--- src/rtl/lc2k_pkg.sv ---
// Shared LC2K core definitions: default datapath sizes, register/word types
// and the instruction opcode encodings used by decode.
package lc2k_pkg;

  localparam int LC2K_DATA_W   = 32;
  localparam int LC2K_NUM_REGS = 8;
  localparam int LC2K_ADDR_W   = $clog2(LC2K_NUM_REGS);

  typedef logic [LC2K_ADDR_W-1:0] reg_addr_t;
  typedef logic [LC2K_DATA_W-1:0] word_t;

  typedef enum logic [2:0] {
    OP_ADD  = 3'd0,
    OP_NOR  = 3'd1,
    OP_LW   = 3'd2,
    OP_SW   = 3'd3,
    OP_BEQ  = 3'd4,
    OP_JALR = 3'd5,
    OP_HALT = 3'd6,
    OP_NOOP = 3'd7
  } opcode_t;

endpackage

--- src/rtl/lc2k_scoreboard.sv ---
// Per-register busy bits tracking in-flight producers. Issue sets, writeback
// clears, and an issue on the same edge as a writeback to that register wins
// because it names the newer producer.
module lc2k_scoreboard
  import lc2k_pkg::*;
#(
  parameter int NUM_REGS = LC2K_NUM_REGS,
  parameter int ADDR_W   = $clog2(NUM_REGS),
  parameter int ZERO_REG = 0
) (
  input  logic                clk,
  input  logic                reset,
  input  logic                issue_en,
  input  logic [ADDR_W-1:0]   issue_addr,
  input  logic                wr_en,
  input  logic [ADDR_W-1:0]   wr_addr,
  output logic [NUM_REGS-1:0] busy,
  output logic                any_busy
);

  for (genvar r = 0; r < NUM_REGS; r++) begin : g_bit
    if (ZERO_REG != 0 && r == 0) begin : g_zero
      // hardwired zero register never has a producer
      assign busy[r] = 1'b0;
    end else begin : g_live
      // set on issue, clear on writeback; issue takes priority
      always_ff @(posedge clk) begin
        if (reset)
          busy[r] <= 1'b0;
        else if (issue_en && issue_addr == ADDR_W'(r))
          busy[r] <= 1'b1;
        else if (wr_en && wr_addr == ADDR_W'(r))
          busy[r] <= 1'b0;
      end
    end
  end

  assign any_busy = |busy;

endmodule

--- src/rtl/lc2k_regfile_sb.sv ---
// LC2K register file with busy scoreboard: two combinational read ports,
// one synchronous write port, a debug read port (never bypassed).
// Optional same-cycle write-to-read forwarding: LC2K_REGFILE_WRITE_BYPASS_EN.
module lc2k_regfile_sb
  import lc2k_pkg::*;
#(
  parameter int DATA_W   = LC2K_DATA_W,
  parameter int NUM_REGS = LC2K_NUM_REGS,
  parameter int ADDR_W   = $clog2(NUM_REGS),
  parameter int ZERO_REG = 0
) (
  input  logic              clk,
  input  logic              reset,
  input  logic [ADDR_W-1:0] rd_addr_a,
  input  logic [ADDR_W-1:0] rd_addr_b,
  output logic [DATA_W-1:0] rd_data_a,
  output logic [DATA_W-1:0] rd_data_b,
  output logic              busy_a,
  output logic              busy_b,
  input  logic              wr_en,
  input  logic [ADDR_W-1:0] wr_addr,
  input  logic [DATA_W-1:0] wr_data,
  input  logic              issue_en,
  input  logic [ADDR_W-1:0] issue_addr,
  input  logic [ADDR_W-1:0] dbg_addr,
  output logic [DATA_W-1:0] dbg_data,
  output logic              any_busy
);

  logic [NUM_REGS-1:0][DATA_W-1:0] rf;
  logic [NUM_REGS-1:0]             busy_vec;
  logic                            zero_a, zero_b, zero_dbg, zero_wr;

  assign zero_a   = (ZERO_REG != 0) && (rd_addr_a == '0);
  assign zero_b   = (ZERO_REG != 0) && (rd_addr_b == '0);
  assign zero_dbg = (ZERO_REG != 0) && (dbg_addr  == '0);
  assign zero_wr  = (ZERO_REG != 0) && (wr_addr   == '0);

  // register array: reset clears everything, writes to a hardwired r0 drop
  always_ff @(posedge clk) begin
    if (reset)
      rf <= '0;
    else if (wr_en && !zero_wr)
      rf[wr_addr] <= wr_data;
  end

  lc2k_scoreboard #(
    .NUM_REGS (NUM_REGS),
    .ADDR_W   (ADDR_W),
    .ZERO_REG (ZERO_REG)
  ) u_sb (
    .clk        (clk),
    .reset      (reset),
    .issue_en   (issue_en),
    .issue_addr (issue_addr),
    .wr_en      (wr_en),
    .wr_addr    (wr_addr),
    .busy       (busy_vec),
    .any_busy   (any_busy)
  );

  // read muxes, optionally forwarding the in-flight write
  always_comb begin
    rd_data_a = zero_a ? '0 : rf[rd_addr_a];
    rd_data_b = zero_b ? '0 : rf[rd_addr_b];
    busy_a    = busy_vec[rd_addr_a];
    busy_b    = busy_vec[rd_addr_b];
`ifdef LC2K_REGFILE_WRITE_BYPASS_EN
    // a forwarded value is ready unless a new producer issues this same cycle
    if (wr_en && rd_addr_a == wr_addr && !zero_a) begin
      rd_data_a = wr_data;
      busy_a    = issue_en && (issue_addr == wr_addr);
    end
    if (wr_en && rd_addr_b == wr_addr && !zero_b) begin
      rd_data_b = wr_data;
      busy_b    = issue_en && (issue_addr == wr_addr);
    end
`endif
  end

  // debug port always shows committed state
  assign dbg_data = zero_dbg ? '0 : rf[dbg_addr];

endmodule

--- config.mk ---
export PLATFORM = sky130hd
export DESIGN_NAME = lc2k_regfile_sb
export DESIGN_NICKNAME = d
export VERILOG_FILES = /design/src/rtl/lc2k_pkg.sv /design/src/rtl/lc2k_scoreboard.sv /design/src/rtl/lc2k_regfile_sb.sv
export SDC_FILE = /design/constraint.sdc
export NUM_CORES = 1
export LEC_CHECK = 0
export BUFFER_PORTS_ARGS = -buffer_cell sky130_fd_sc_hd__buf_2
export CAP_MARGIN = 20
export CORE_MARGIN = 2
export CORE_UTILIZATION = 45
export CTS_CLUSTER_SIZE = 20
export DETAILED_ROUTE_END_ITERATION = 10
export SETUP_SLACK_MARGIN = 0.15
export SYNTH_ARGS = -nofsm -noshare
export SYNTH_HDL_FRONTEND = slang
export SYNTH_HIERARCHICAL = 1
export SYNTH_SLANG_ARGS = --single-unit
--- constraint.sdc ---
create_clock -name clk -period 2.8 [get_ports clk]
set_input_delay 0.14 -clock clk [delete_from_list [all_inputs] [get_ports clk]]
set_output_delay 0.14 -clock clk [all_outputs]
set_load 0.01 [all_outputs]
==> impl_results.md <==
* Cell count after synthesis at 1555
* Crit path cell chain: mux4_2 -> mux2_2 -> buf_2
* Hold Path Class: input port to flop
* Area delta synth->final at 15.5%
* DRC violations left at 0
* CP Launch Type: flop
* Avg Vias per Cell at 6.04
* Main synth FF type: dfxtp_1
* Die Y at 189 um
* Clk sinks at 264
* Final hold violation count at 0
* Distinct cells, synth at 23
* Register area share after synthesis at 34.4%
* Pwr dens at 496 nW/um^2
* Top area cells in the synthesized netlist: dfxtp_1 34%, mux4_2 29%, nand2_1 13%, a21oi_1 8.3%, mux2_2 7.2%
* Vias in the first global route at 12600
* Pin count of the biggest net entering global routing at 88
* Total gr overflow at 0
* Seq pwr share at 44.5%
* Total GRT Usage at 26.9%
* Vias at 12800
* Worst-Margin Slew at 0.682 ns
* First-pass DRT Iterations at 7
* Family with the most delay on the worst path: multiplexers
* Internal Power at 6.51 mW
* Mapped cell area at 15300 sq um
* Die area at 35600 sq um
* Max Clock Skew at 0 ns
* Core ar. at 33500 sq um
* R2R Setup Slk at 2.12 ns
* CP startpoint: rf[253]
* Data arrival, critical path at 1.86 ns
* Clock transition at path regs at 0.06 ns
* Setup Fix Bufs, Post-CTS at 0
* CP Depth at 3
* Clock Path Buffers at 3
* Drt first-iter violations at 1211
* Max stage delay on crit path at 0.48 ns
* Yosys reg bits at 264
* Share of cells above drive strength 1 at 32.6%
* VDD IR max at 0.000440 V
* Setup TNS at 0 ns
* Largest area contributor in the netlist: dfxtp_1
* Kind of critical path: flop to output pin
* Antenna violations before repair at 3
* H-tree depth at 1
* Per-cell routed wire length at 22.5 um
* Design Power at 8.79 mW
* Worst skew pair latency at 0.56 ns
* CP endpoint kind: output pin
* Cells on worst reg2reg path at 2
* Worst slew margin at 54.5%
* NetSw at 2.28 mW
* Clock power share at 43.2%
* Post-synth EDFFs at 0
* Leak Pwr at 6.37 nW
* Number of hold buffers added after cts at 39
* Slowest cell on the critical path: mux4_2
* Max Cap Violations at 0
* Yosys warning total at 6
* Routed Antenna Nets at 0
* Port bufs at 149
* Layout fillers at 3035
* Placer Congestion at 0.822
* Critical Path RT at 2.66 ns
* CTS root buffer: clkbuf_16
* Status: complete, no violations
* Detailed Route WL at 47700 um
* Post-synth ARST share at 0%
* Critical path fanouts, max at 4
* Mapped Avg Cell Area at 9.87 sq um
* Die width at 189 um
* Num CTS Buffers at 30
* Final Cycle Share at 71.6%
* Starting Density at 45.8%
* Slew Limit Fails at 0
* Ports at 150
* Buf/Inv on CP at 1
* RSZ-0062 raised after global routing: no
* CTS tree: done
* Post-CTS sizing at 0
* Num rows at 67
* Commonest cells post-synth: 513 x nand2_1, 264 x dfxtp_1, 256 x a21oi_1
* Combinational Power Share at 12.3%
* Cell with the most instances after synthesis: nand2_1
* R2R Path Start: rf[98]
* Switch share at 25.9%
* HPWL Detailed at 29400 um
* Syn Nets at 1606
* Top cell type's share of synthesized area at 34.4%
* Global-route wire length before repair at 74100 um
* Reg2Reg Capture Point: rf[98]
* Min Tclk post-route at 2.00 ns
* Worst setup path endpoint: dbg_data[29]
* Nets at 1702
* Final setup fails at 0
* Fmax at 499 MHz
## through the flow
| step | setup WS [ns] | hold slack [ns] | std cells | utilization, % | area (sq um) |
|---|---|---|---|---|---|
| after floorplan | 1.29 | 0.304 | 1555 | - | 15300 |
| after global placement | 0.825 | 0.456 | 2028 | 48.9 | 16400 |
| after detailed placement | 0.803 | 0.463 | 2028 | 48.9 | 16400 |
| after CTS | 0.800 | 0.138 | 2121 | 52.9 | 17700 |
| after global routing | 0.742 | 0.178 | 2122 | 52.9 | 17700 |
| final | 0.796 | 0.150 | 2122 | 52.9 | 17700 |
## final cells by class
cell class | instances | area, sq um | share of cell area (%)
timing repair buffer | 242 | 1750 | 9.89
clock buffer | 47 | 906 | 5.11
clock inverter | 7 | 38.8 | 0.219
antenna | 1 | 2.50 | 0.0141
sequential | 264 | 5290 | 29.8
multi-input combinational | 1113 | 9180 | 51.8
tap | 448 | 561 | 3.16
## cells by family after synthesis
group                  after synthesis  share of synthesized area, %
AO/OA/AOI/OAI                      264                          8.68
buffers and inverters              178                          5.81
flip-flops                         264                          34.4
multiplexers                       294                          36.0
AND/OR/NAND/NOR                    555                          15.1
## layout by cell type (no fill, tap or decap), drive strengths merged
cell,n
and4b,6
nor4,2
nand2,513
nand4b,6
mux4,196
and4bb,3
clkinv,7
clkbuf,48
a21oi,256
nor4bb,3
nand4bb,6
diode,1
or4b,2
o22ai,8
nand4,2
buf,202
nor4b,2
dlygate4sd3,39
dfxtp,264
nand2b,8
and4,2
mux2,98
## power groups by stage
stage               Clock, mW  Sequential [mW]  Combinational, mW
floorplan                   0             3.97              0.723
global placement            0             3.99               1.02
detailed placement          0             3.99               1.03
CTS                      3.84             3.91               1.08
global route             4.03             3.92               1.15
finish                   3.80             3.91               1.08
## sequential cells by signal (all words and copies together), names as in the netlist
name       count
rf           256
u_sb/busy      8
## how the worst min path moves through the flow
stage | endpoint | cells past startpoint | from | slack, ns
2_1_floorplan | u_sb/busy[7] | 2 | issue_addr[2] | 0.30
3_3_place_gp | rf[69] | 3 | wr_data[5] | 0.46
3_5_place_dp | rf[246] | 3 | wr_data[22] | 0.46
4_1_cts | u_sb/busy[2] | 3 | wr_addr[1] | 0.14
5_1_grt | u_sb/busy[4] | 3 | wr_en | 0.18
6_report | rf[220] | 2 | reset | 0.15
## worst register-to-register path, cell delays in order, from the launching register on
cell	delay, ns
dfxtp_1	0.38
nand2_1	0.08
a21oi_1	0.15
## routing by layer
metal | vias to the layer above | GRT usage [%] | wire, um
met5 | - | 0 | 27
met4 | 4 | 7.84 | 1010
met3 | 82 | 4.25 | 3830
met2 | 548 | 44.2 | 22900
met1 | 6415 | 36.7 | 19900
li1 | 5765 | - | -
No activity file was read; power rests on OpenSTA's default activity.
